$ cat src/rtl/shared_wide_adder_sched.sv
// Round-robin scheduler that time-shares one external 16-bit adder slice among
// NUM_REQ requesters. It runs WORDS-word add/sub operations LS word first, one word per cycle.
//
// Handshakes: a transfer happens on a rising edge where valid and ready are both 1.
// req_ready never depends on anything but req_valid, state, pointer and rst.
// rsp_valid stays high and rsp_* stay stable until rsp_ready is seen.
module shared_wide_adder_sched #(
    parameter  int NUM_REQ = 2,
    parameter  int WORDS   = 4,
    localparam int W       = 16 * WORDS,
    localparam int ID_W    = $clog2(NUM_REQ),
    localparam int IDX_W   = (WORDS > 1) ? $clog2(WORDS) : 1
) (
    input  logic                 clk,
    input  logic                 rst,
    input  logic [NUM_REQ-1:0]   req_valid,
    output logic [NUM_REQ-1:0]   req_ready,
    input  logic [NUM_REQ*W-1:0] req_a,
    input  logic [NUM_REQ*W-1:0] req_b,
    input  logic [NUM_REQ-1:0]   req_cin,
    input  logic [NUM_REQ-1:0]   req_sub,
    output logic                 rsp_valid,
    input  logic                 rsp_ready,
    output logic [ID_W-1:0]      rsp_id,
    output logic [W-1:0]         rsp_sum,
    output logic                 rsp_cout,
    output logic                 rsp_ovf,
    output logic                 busy,
    output logic [1:0]           state_dbg,
    output logic [15:0]          add_a,
    output logic [15:0]          add_b,
    output logic                 add_cin,
    input  logic [15:0]          add_sum,
    input  logic                 add_cout
);

    typedef enum logic [1:0] {
        IDLE = 2'd0,
        RUN  = 2'd1,
        DONE = 2'd2
    } state_t;

    state_t             state;
    state_t             state_nxt;
    logic [ID_W-1:0]    ptr;
    logic [IDX_W-1:0]   idx;
    logic [W-1:0]       a_lat;
    logic [W-1:0]       b_lat;
    logic               cin_eff;
    logic               carry_reg;

    logic [NUM_REQ-1:0] grant;
    logic [ID_W-1:0]    grant_id;
    logic               found;
    int                 cand;
    logic               accept;
    logic               last_word;

    // Search from the pointer upward with wrap; first valid requester wins.
    always_comb begin
        grant    = '0;
        grant_id = '0;
        found    = 1'b0;
        cand     = 0;
        for (int k = 0; k < NUM_REQ; k++) begin
            cand = int'(ptr) + k;
            if (cand >= NUM_REQ) cand = cand - NUM_REQ;
            if (!found && req_valid[cand]) begin
                found       = 1'b1;
                grant[cand] = 1'b1;
                grant_id    = ID_W'(cand);
            end
        end
    end

    assign accept    = (state == IDLE) && found;
    assign last_word = (idx == IDX_W'(WORDS - 1));

    always_ff @(posedge clk or posedge rst) begin
        if (rst) state <= IDLE;
        else     state <= state_nxt;
    end

    always_comb begin
        state_nxt = state;
        case (state)
            IDLE:    if (accept) state_nxt = RUN;
            RUN:     if (last_word) state_nxt = DONE;
            DONE:    if (rsp_ready) state_nxt = IDLE;
            default: state_nxt = IDLE;
        endcase
    end

    always_comb begin
        req_ready = '0;
        add_a     = '0;
        add_b     = '0;
        add_cin   = 1'b0;
        if (state == IDLE && !rst) req_ready = grant;
        if (state == RUN) begin
            add_a   = a_lat[idx*16 +: 16];
            add_b   = b_lat[idx*16 +: 16];
            add_cin = (idx == '0) ? cin_eff : carry_reg;
        end
        busy      = (state != IDLE);
        rsp_valid = (state == DONE);
        state_dbg = state;
    end

    // Subtraction is A + ~B + 1, so B is inverted at accept and cin forced to 1.
    always_ff @(posedge clk or posedge rst) begin
        if (rst) begin
            ptr       <= '0;
            idx       <= '0;
            a_lat     <= '0;
            b_lat     <= '0;
            cin_eff   <= 1'b0;
            carry_reg <= 1'b0;
            rsp_id    <= '0;
            rsp_sum   <= '0;
            rsp_cout  <= 1'b0;
            rsp_ovf   <= 1'b0;
        end else if (accept) begin
            a_lat   <= req_a[grant_id*W +: W];
            b_lat   <= req_b[grant_id*W +: W] ^ {W{req_sub[grant_id]}};
            cin_eff <= req_sub[grant_id] | req_cin[grant_id];
            rsp_id  <= grant_id;
            ptr     <= (grant_id == ID_W'(NUM_REQ - 1)) ? '0 : grant_id + ID_W'(1);
            idx     <= '0;
        end else if (state == RUN) begin
            rsp_sum[idx*16 +: 16] <= add_sum;
            carry_reg             <= add_cout;
            idx                   <= idx + IDX_W'(1);
            if (last_word) begin
                rsp_cout <= add_cout;
                rsp_ovf  <= (a_lat[W-1] == b_lat[W-1]) && (add_sum[15] != a_lat[W-1]);
            end
        end
    end

endmodule
$ cat config.mk
export PLATFORM = sky130hd
export DESIGN_NAME = shared_wide_adder_sched
export DESIGN_NICKNAME = d
export VERILOG_FILES = /design/src/rtl/shared_wide_adder_sched.sv
export SDC_FILE = /design/constraint.sdc
export NUM_CORES = 1
export LEC_CHECK = 0
export CORE_MARGIN = 4
export CORE_UTILIZATION = 47
export DETAILED_ROUTE_END_ITERATION = 7
export GPL_ROUTABILITY_DRIVEN = 0
export PLACE_DENSITY = 0.87
export SLEW_MARGIN = 30
export SYNTH_ARGS = -nofsm -noshare
export SYNTH_HDL_FRONTEND = slang
export SYNTH_SLANG_ARGS = --single-unit
$ cat constraint.sdc
create_clock -name clk -period 6.95 [get_ports clk]
set_input_delay 0.695 -clock clk [delete_from_list [all_inputs] [get_ports clk]]
set_output_delay 0.695 -clock clk [all_outputs]
set_load 0.02 [all_outputs]
* Word-level counts from Yosys, hierarchy flattened
Cells that the tools add are included. Widths: inputs -> output; s select.
Word-level totals: bits of input ports 282, flip-flop bits (word level) 202, output and inout port bits 106
Cells by class: $lt $le $gt $ge 7, add/subtract/negate cells 6, muxes and demuxes 35, reduce and logical (&&, ||, !) cells 15, bitwise gates (word level) 4, eq/ne operators 8, shifts and indexed selects 6
Operator list (number):
- $shiftx 128x8->64 | 2
- $shiftx 64x7->16 | 2
- $bwmux 64 | 1
- $ge 32x1->1 const B | 2
- $lt 32x3->1 const B | 2
- $mux 32 | 2
- $shift 16x34->64 const A | 1
- $shiftx 16x34->64 | 1
- $xor 64x64->64 | 1
- $neg 6->34 | 1
- $mux 16 | 2
- $mux 1 | 19
- $mux 2 | 8
- $logic_and 1x1->1 | 6
- $pmux 2 s3 | 1
- $reduce_and 3->1 | 2
- $eq 2x2->1 const B | 2
- $logic_not 2->1 | 2
- $ne 2x2->1 const B | 2
- $reduce_bool 2->1 | 2
- $sub 1x2->3 const B | 1
- $sub 2x2->3 const B | 1
- $add 1x1->2 const B | 1
- $add 2x1->2 const B | 1
- other kinds (14) | 16

* Logic depth before layout (Yosys ltp)
Gate-level depths: netlist of run 1.
depth after elaboration 12, gate-level depth with buffers 9

* Worst setup path after synthesis of run 1
No wires, ideal clock.
kind in2out, start input port rst, end output port req_ready[0], data arrival time 5481 ps, required time 6255 ps, stages 2, path buffers 0, setup slack 774 ps, cell sequence inv_1 and2_1
Between the ends: longest elaborated chain between the ends 3
RTL lines:
- from (decl) | RTL line 15 | input logic rst,
- $logic_not 1->1 (no line)
- $logic_and 1x1->1 | RTL line 99 | if (state == IDLE && !rst) req_ready = grant;
- $mux 2 | RTL line 99
- to (decl) | RTL line 17 | output logic [NUM_REQ-1:0] req_ready,
Every way passes these cells.

* Worst setup path in the final report of run 1
start register state[0] (netlist: state_dbg[0]), end output port req_ready[1]
Between the ends: longest elaborated chain between the ends 3
RTL lines:
- from (decl) | RTL line 43 | state_t state;
- from (signal assigned) | RTL line 81 | else state <= state_nxt;
- $logic_not 2->1 | RTL line 99
- $logic_and 1x1->1 | RTL line 99
- $mux 2 | RTL line 99
Every way passes these cells.

==> impl_table.tex, run 1 <==
\begin{tabular}{lr}
\hline
Metric & Value \\
\hline
\multicolumn{2}{l}{\textbf{Timing}} \\
\quad Fin Setup TNS & 0 ns \\
\quad Final worst clock skew & 0.01090 ns \\
\quad Number of hold violations in the final report & 0 \\
\quad Fmax & 0.2484 GHz \\
\quad Unrepaired setup endpoints after global routing & no \\
\quad Period Utilization, post-route & 57.92\% \\
\quad Max-Slew Margin vs Limit & 39.52\% \\
\quad Post-route worst setup slack & 2.925 ns \\
\quad Number of pins with negative max-slew slack in the final report & 0 \\
\quad Slew at the pin closest to its max-slew limit & 0.9071 ns \\
\quad Final hold slack & 0.4810 ns \\
\quad Number of failing setup endpoints in the final timing report & 0 \\
\quad Post-route minimum period & 4.025 ns \\
\multicolumn{2}{l}{\textbf{Clock network}} \\
\quad Clock transition at path regs & 0.06 ns \\
\quad H-tree depth reported by CTS & 1 \\
\quad Clock tree root buffer cell & sky130\_fd\_sc\_hd\_\_clkbuf\_16 \\
\quad Number of gates resized after cts & 0 \\
\quad Sinks on the clock net & 202 \\
\quad Post-CTS setup buffer count & 0 \\
\quad CTS tree & done \\
\quad Clock insertion delay at the later pin of the skew report & 0.50 ns \\
\quad Maximum number of buffers from clock root to sink & 3 \\
\quad Post-CTS Hold Buffers & 0 \\
\quad TritonCTS buffer count & 23 \\
\multicolumn{2}{l}{\textbf{Layout}} \\
\quad Final std cells w/o fill & 1730 \\
\quad Layout net count & 1679 \\
\quad Number of filler cells placed in the layout & 1785 \\
\quad Share of post-route cells with drive strength above 1 & 7.528\% \\
\quad Multi-input gate area & 5799 um\^{}2 \\
\quad Signed area change from the synthesized netlist to the final layout & 40.74\% \\
\quad Total non-filler cell area in the finished layout & 16070 um\^{}2 \\
\quad FF/Latch Area & 5056 um\^{}2 \\
\quad Largest regs & a\_lat x64, b\_lat x64, rsp\_sum x64 \\
\multicolumn{2}{l}{\textbf{Floorplanning}} \\
\quad Effective utilization at floorplan & 48.22\% \\
\quad IO Pins & 388 \\
\quad Die ar. & 26860 um\^{}2 \\
\quad Height of the die & 163.9 um \\
\quad Core ar. & 23680 um\^{}2 \\
\quad Site Rows & 56 \\
\quad Die span in x & 163.9 um \\
\multicolumn{2}{l}{\textbf{Outcome}} \\
\quad Outcome & completed \\
\multicolumn{2}{l}{\textbf{Worst hold path}} \\
\quad Worst min-delay path category & reg2reg \\
\multicolumn{2}{l}{\textbf{Route}} \\
\quad First-pass DRT Iterations & 5 \\
\quad Post-detailed-route DRC marker count & 0 \\
\quad Total number of vias & 10.52k \\
\quad Drt wl/cell & 23.46 um \\
\quad Total routed wirelength & 40590 um \\
\quad Remaining number of nets flagged by the antenna check after routing & 0 \\
\quad Initial DRC count & 1137 \\
\quad Detail-routed via count per cell & 6.083 \\
\multicolumn{2}{l}{\textbf{Power}} \\
\quad Logic gate share of total power & 50.5\% \\
\quad Sequential share of power & 31.9\% \\
\quad Clock Power Share & 17.6\% \\
\quad PwrDens & 427.1 nW/um\^{}2 \\
\quad Internal Power & 0.004141 W \\
\quad Switching pwr & 0.002723 W \\
\quad Maximum vdd drop & 0.2336 mV \\
\quad Leak Pwr & 6.625 nW \\
\quad Net switching share of the total power & 39.67\% \\
\multicolumn{2}{l}{\textbf{Setup path}} \\
\quad Setup crit end kind & primary output \\
\quad Sort of element at the start of the critical path & register \\
\quad Data arrival at the endpoint of the critical path & 3.33 ns \\
\quad Peak fanout along the critical path & 68 \\
\quad Critical path start-end classification & reg2out \\
\quad Critical path required time & 6.25 ns \\
\multicolumn{2}{l}{\textbf{Placed design}} \\
\quad Detailed placer's ending HPWL & 28900 um \\
\quad Placed inst area & 15280 um\^{}2 \\
\quad Number of port buffers & 387 \\
\quad Pre-CTS setup slack & 2.961 ns \\
\quad Placed Cells incl. Taps & 1683 \\
\multicolumn{2}{l}{\textbf{Synth}} \\
\quad Number of flip-flops and latches in the synthesized netlist & 202 \\
\quad Cell area after synthesis & 11420 um\^{}2 \\
\quad Number of distinct standard cells referenced by the synthesized netlist & 41 \\
\quad Dominant cells by area after synthesis & sky130\_fd\_sc\_hd\_\_dfrtp\_1, sky130\_fd\_sc\_hd\_\_mux4\_2, sky130\_fd\_sc\_hd\_\_a221o\_1, sky130\_fd\_sc\_hd\_\_xnor2\_1, sky130\_fd\_sc\_hd\_\_xor2\_1 \\
\quad Post-synthesis cell type with the largest combined area & sky130\_fd\_sc\_hd\_\_dfrtp\_1 \\
\quad Total number of yosys warnings & 0 \\
\quad Gate Count Post-Synth & 1081 \\
\quad Proportion of netlist area held by the largest area contributor & 44.26\% \\
\quad Nets in the synthesized netlist & 1368 \\
\quad Mapped Avg Cell Area & 10.57 um\^{}2 \\
\quad Sequential fraction of the synthesis area & 44.26\% \\
\multicolumn{2}{l}{\textbf{GRT}} \\
\quad Number of antenna violations at the first check in global routing & 2 \\
\quad Global-route wire length before repair & 60340 um \\
\quad Global route total overflow & 0 \\
\quad Combined global-route utilization of all metal layers & 28.84\% \\
\quad Maximum number of pins on one net before global-route repair & 135 \\
\quad Number of global-route vias before repair & 10.44k \\
\multicolumn{2}{l}{\textbf{Flow run}} \\
\quad MaxCap Viol Count & 0 \\
\hline
\end{tabular}
==> logic make-up after synthesis <==
| group | Yosys count | share of synthesized area (%) |
|---|---|---|
| multiplexers | 34 | 6.496 |
| buffers and inverters | 123 | 5.182 |
| AND/OR/NAND/NOR | 193 | 9.542 |
| AO/OA/AOI/OAI | 396 | 24.16 |
| XOR/XNOR | 128 | 9.816 |
| adder cells (fa/ha/maj) | 5 | 0.5478 |
| flip-flops | 202 | 44.26 |
==> cells in the final DEF (no fill, tap or decap), types with 18 or more instances in the layout <==
| cell type | n |
|---|---|
| sky130_fd_sc_hd__a21boi_0 | 46 |
| sky130_fd_sc_hd__a21boi_1 | 18 |
| sky130_fd_sc_hd__a21oi_1 | 65 |
| sky130_fd_sc_hd__a221o_1 | 64 |
| sky130_fd_sc_hd__a22o_1 | 33 |
| sky130_fd_sc_hd__and2_1 | 34 |
| sky130_fd_sc_hd__and3_1 | 65 |
| sky130_fd_sc_hd__clkbuf_16 | 23 |
| sky130_fd_sc_hd__clkdlybuf4s50_1 | 384 |
| sky130_fd_sc_hd__dfrtp_1 | 201 |
| sky130_fd_sc_hd__mux4_2 | 32 |
| sky130_fd_sc_hd__nand2_1 | 70 |
| sky130_fd_sc_hd__o21ai_0 | 68 |
| sky130_fd_sc_hd__o21ai_1 | 33 |
| sky130_fd_sc_hd__o31ai_1 | 65 |
| sky130_fd_sc_hd__xnor2_1 | 64 |
| sky130_fd_sc_hd__xor2_1 | 64 |
==> final timing paths <==
path | depth (start not counted) | from | end | slack [ns]
max | 5 | state_dbg[0] | req_ready[1] | 2.92
min | 2 | rsp_sum[31] | rsp_sum[31] | 0.48
max reg2reg | 6 | idx[0] | rsp_sum[60] | 3.77
min reg2reg | 2 | rsp_sum[31] | rsp_sum[31] | 0.48
max in group asynchronous | 3 | rst | b_lat[32] | 5.29
min in group asynchronous | 2 | rst | rsp_sum[15] | 0.60
==> routing by layer <==
layer,vias up,track usage (%),wire [um]
met1,5161,37.13,15570
li1,4596,-,-
met2,615,46.56,19210
met5,-,0,0
met4,0,15.17,2540
met3,152,5.345,3269
==> power groups by stage <==
stage | registers (W) | logic [W] | clock network, W
finish | 0.00219 | 0.00347 | 0.00121
global route | 0.00225 | 0.00370 | 0.00127
CTS | 0.00218 | 0.00345 | 0.00121
detailed placement | 0.00218 | 0.00344 | 0
global placement | 0.00216 | 0.00331 | 0
floorplan | 0.00215 | 0.00204 | 0
==> stage by stage <==
stage / util [%] / total power (W)
after floorplan: - / 0.004191
after global placement: 64.34 / 0.005473
after detailed placement: 64.52 / 0.005621
after CTS: 67.65 / 0.006846
after global routing: 67.86 / 0.007215
final: 67.87 / 0.006864
==> critical path: stages (launching register included) <==
cell	delay, ns
sky130_fd_sc_hd__dfrtp_1	0.47
sky130_fd_sc_hd__nor2_4	0.13
sky130_fd_sc_hd__buf_4	0.52
sky130_fd_sc_hd__and3_4	0.77
sky130_fd_sc_hd__and2_1	0.23
sky130_fd_sc_hd__clkdlybuf4s50_1	0.61
==> Yosys cell counts (all sizes together) <==
master and count:
dfrtp 202, o21ai 101, nand2 72, and3 67
clkbuf 66, a21oi 65, o31ai 65, a21boi 64
a221o 64, xnor2 64, xor2 64, buf 52
and2 34, a22o 33, mux4 32, nor2 6
ha 5, inv 5, nand2b 3, nand3b 3
a21o 2, nor4 2, or2 2, a211oi 1
and3b 1, mux2 1, mux2i 1, nor2b 1
nor4b 1, nor4bb 1, o211ai 1
==> layout make-up <==
cell class	instances	share of cell area, %
antenna	3	0.04670
clock buffer	31	3.954
clock inverter	10	0.6616
inverter	5	0.1635
multi-input combinational	756	36.08
sequential	202	31.45
tap	319	2.483
timing repair buffer	404	25.16
Power figures use the tool's default switching activity.
==> run 2, diff against run 1 <==
--- a/config.mk
+++ b/config.mk
@@ -6,10 +6,10 @@
 export NUM_CORES = 1
 export LEC_CHECK = 0
 export CORE_MARGIN = 4
-export CORE_UTILIZATION = 47
+export CORE_UTILIZATION = 42
 export DETAILED_ROUTE_END_ITERATION = 7
 export GPL_ROUTABILITY_DRIVEN = 0
-export PLACE_DENSITY = 0.87
+export PLACE_DENSITY = 0.83
 export SLEW_MARGIN = 30
 export SYNTH_ARGS = -nofsm -noshare
 export SYNTH_HDL_FRONTEND = slang
==> constraint.sdc (replaced) <==
create_clock -name clk -period 3.4 [get_ports clk]
set_input_delay 0.34 -clock clk [delete_from_list [all_inputs] [get_ports clk]]
set_output_delay 0.34 -clock clk [all_outputs]
set_load 0.02 [all_outputs]
==> impl_table.tex, run 2 (synthesized netlist as in run 1, its figures left out) <==
\begin{tabular}{lr}
\hline
Metric & Value \\
\hline
\multicolumn{2}{l}{\textbf{Setup path}} \\
\quad Capture point of the critical path & add\_b[3] (was req\_ready[1]) \\
\quad Largest stage delay, worst path & 0.70 ns (was 0.77 ns) \\
\quad Kind of cell adding the most delay to the critical path & buffers and inverters (was simple AND/OR/NAND/NOR gates) \\
\quad Critical path required time & 3.06 ns (was 6.25 ns) \\
\quad Number of buffers and inverters on the critical path & 2 (unchanged) \\
\quad Count of cell instances traversed by the critical path & 4 (was 5) \\
\quad List of cells traversed by the critical path & buf\_12 -> mux4\_2 -> and2\_1 -> clkdlybuf4s50\_1 (was nor2\_4 -> buf\_4 -> and3\_4 -> and2\_1 -> clkdlybuf4s50\_1) \\
\quad Sort of element at the start of the critical path & register (unchanged) \\
\quad Data arrival at the endpoint of the critical path & 2.73 ns (was 3.33 ns) \\
\quad Launch point of the worst path & idx[0] (was state\_dbg[0]) \\
\quad R2R Setup Slk & 1.10 ns (was 3.77 ns) \\
\quad Setup crit end kind & primary output (unchanged) \\
\quad Crit Reg-Reg Endpoint & rsp\_sum[48] (was rsp\_sum[60]) \\
\quad Critical path start-end classification & reg2out (unchanged) \\
\quad Source of the worst register-to-register timing path & idx[1] (was idx[0]) \\
\quad Reg2reg path depth & 7 (was 6) \\
\quad Cell type of the slowest stage on the worst timing path & sky130\_fd\_sc\_hd\_\_dfrtp\_4 (was sky130\_fd\_sc\_hd\_\_and3\_4) \\
\quad Peak fanout along the critical path & 21 (was 68) \\
\multicolumn{2}{l}{\textbf{GRT}} \\
\quad Combined global-route utilization of all metal layers & 26.08\% (was 28.84\%) \\
\quad Number of global-route vias before repair & 10.51k (was 10.44k) \\
\quad Number of antenna violations at the first check in global routing & 7 (was 2) \\
\quad Global route total overflow & 0 (unchanged) \\
\quad Maximum number of pins on one net before global-route repair & 129 (was 135) \\
\quad Global-route wire length before repair & 61910 um (was 60340 um) \\
\multicolumn{2}{l}{\textbf{Flow run}} \\
\quad MaxCap Viol Count & 0 (unchanged) \\
\multicolumn{2}{l}{\textbf{Timing}} \\
\quad Final worst clock skew & 0.01673 ns (was 0.01090 ns) \\
\quad Max-Slew Margin vs Limit & 45.23\% (was 39.52\%) \\
\quad Number of hold violations in the final report & 0 (unchanged) \\
\quad Unrepaired setup endpoints after global routing & no (unchanged) \\
\quad Post-route worst setup slack & 0.3326 ns (was 2.925 ns) \\
\quad Slew at the pin closest to its max-slew limit & 0.8215 ns (was 0.9071 ns) \\
\quad Period Utilization, post-route & 90.22\% \\
\quad Fmax & 0.3260 GHz \\
\quad Number of failing setup endpoints in the final timing report & 0 (unchanged) \\
\quad Number of pins with negative max-slew slack in the final report & 0 (unchanged) \\
\quad Fin Setup TNS & 0 ns (unchanged) \\
\quad Post-route minimum period & 3.067 ns \\
\multicolumn{2}{l}{\textbf{Clock network}} \\
\quad Sinks on the clock net & 202 (unchanged) \\
\quad H-tree depth reported by CTS & 1 (unchanged) \\
\quad TritonCTS buffer count & 23 (unchanged) \\
\quad Maximum number of buffers from clock root to sink & 3 (unchanged) \\
\quad Clock tree root buffer cell & sky130\_fd\_sc\_hd\_\_clkbuf\_16 (unchanged) \\
\quad CTS tree & done (unchanged) \\
\quad Post-CTS setup buffer count & 0 (unchanged) \\
\quad Clock transition at path regs & 0.06 ns (about the same) \\
\quad Clock insertion delay at the later pin of the skew report & 0.52 ns (was 0.50 ns) \\
\quad Post-CTS Hold Buffers & 0 (unchanged) \\
\multicolumn{2}{l}{\textbf{Layout}} \\
\quad Share of post-route cells with drive strength above 1 & 8.181\% (was 7.528\%) \\
\quad Number of filler cells placed in the layout & 2202 (was 1785) \\
\quad Final Core Density & 60.28\% (was 67.87\%) \\
\quad Signed area change from the synthesized netlist to the final layout & 41.85\% (was 40.74\%) \\
\quad Commonest cells after routing, fill and taps aside & sky130\_fd\_sc\_hd\_\_clkdlybuf4s50\_1, sky130\_fd\_sc\_hd\_\_dfrtp\_1, sky130\_fd\_sc\_hd\_\_nand2\_1, sky130\_fd\_sc\_hd\_\_o21ai\_0 (unchanged) \\
\quad Layout net count & 1688 (was 1679) \\
\quad Largest regs & a\_lat x64, b\_lat x64, rsp\_sum x64 (unchanged) \\
\quad Leading cell type in the layout, fill and taps excluded & sky130\_fd\_sc\_hd\_\_clkdlybuf4s50\_1 (unchanged) \\
\multicolumn{2}{l}{\textbf{Floorplanning}} \\
\quad Core ar. & 26880 um\^{}2 (was 23680 um\^{}2) \\
\quad IO Pins & 388 (unchanged) \\
\quad Site Rows & 60 (was 56) \\
\quad Die ar. & 29890 um\^{}2 (was 26860 um\^{}2) \\
\quad Effective utilization at floorplan & 42.50\% (was 48.22\%) \\
\quad Die span in x & 172.9 um (was 163.9 um) \\
\quad Height of the die & 172.9 um (was 163.9 um) \\
\multicolumn{2}{l}{\textbf{Route}} \\
\quad Total routed wirelength & 40670 um (was 40590 um) \\
\quad Initial DRC count & 981 (was 1137) \\
\quad Detail-routed via count per cell & 5.929 (was 6.083) \\
\quad Drt wl/cell & 23.04 um (was 23.46 um) \\
\quad Post-detailed-route DRC marker count & 0 (unchanged) \\
\quad Remaining number of nets flagged by the antenna check after routing & 0 (unchanged) \\
\quad Total number of vias & 10.46k (was 10.52k) \\
\quad First-pass DRT Iterations & 5 (unchanged) \\
\multicolumn{2}{l}{\textbf{Power}} \\
\quad PwrDens & 871.3 nW/um\^{}2 (was 427.1 nW/um\^{}2) \\
\quad Maximum vdd drop & 0.3662 mV (was 0.2336 mV) \\
\quad Leak Pwr & 6.659 nW (was 6.625 nW) \\
\multicolumn{2}{l}{\textbf{Placed design}} \\
\quad Detailed placer's ending HPWL & 29750 um (was 28900 um) \\
\quad Pre-CTS setup slack & 0.6196 ns (was 2.961 ns) \\
\quad Number of port buffers & 387 (unchanged) \\
\multicolumn{2}{l}{\textbf{Outcome}} \\
\quad Outcome & completed (unchanged) \\
\multicolumn{2}{l}{\textbf{Worst hold path}} \\
\quad Worst min-delay path category & in2async (was reg2reg) \\
\hline
\end{tabular}
run 2: cell count changes in the layout (fill, tap and decap cells not counted), sizes merged:
cell / previous run / this run
clkinv: 7 / 3
clkinvlp: 1 / 4
buf: 20 / 29
clkbuf: 31 / 32
diode: 3 / 6
inv: 5 / 6
run 2: worst min path at each step:
| stage | to | slack, ns | cells after the start |
|---|---|---|---|
| after floorplan | carry_reg | 0.44 | 2 |
| after detailed placement | carry_reg | 0.47 | 2 |
| final | a_lat[3] | 0.09 | 2 |
| after global routing | a_lat[3] | 0.07 | 2 |
| after global placement | rsp_sum[31] | 0.46 | 2 |
| after CTS | a_lat[3] | 0.06 | 2 |
run 2: timing repair:
action,4_1_cts,5_1_grt
gates resized for setup,0,1
endpoints found under the setup margin,0,1
endpoints found under the hold margin,0,0
run 2: cell type report:
class | instances | area [um^2] | share of cell area [%]
Clock buffer | 32 | 649.4 | 4.008
Clock inverter | 10 | 121.4 | 0.7491
Inverter | 5 | 22.52 | 0.1390
Multi-Input combinational cell | 756 | 5799 | 35.80
Tap cell | 341 | 426.7 | 2.634
Sequential cell | 202 | 5060 | 31.23
Timing Repair Buffer | 413 | 4106 | 25.35
Antenna cell | 6 | 15.01 | 0.09268
run 2: stage by stage:
stage | hold WS, ns | instances | cell area (um^2) | power [W]
floorplan | 0.4450 | 1081 | 11420 | 0.008568
global placement | 0.4612 | 1717 | 15400 | 0.01136
detailed placement | 0.4655 | 1717 | 15400 | 0.01158
CTS | 0.06132 | 1759 | 16180 | 0.01415
global route | 0.07325 | 1764 | 16200 | 0.01490
finish | 0.08573 | 1765 | 16200 | 0.01411
run 2: per-layer routing:
metal | wire [um] | track usage (%)
met1 | 15730 | 33.25
met2 | 18560 | 41.20
met3 | 3892 | 7.149
met4 | 2468 | 12.94
met5 | 12 | 0
run 2: power breakdown:
group	internal [W]	total [W]	switching, W	leakage [nW]
registers	0.00354	0.00464	0.00110	2.57
logic	0.00349	0.00694	0.00346	3.72
clock network	0.00150	0.00253	0.00103	0.369
total	0.00852	0.0141	0.00559	6.66
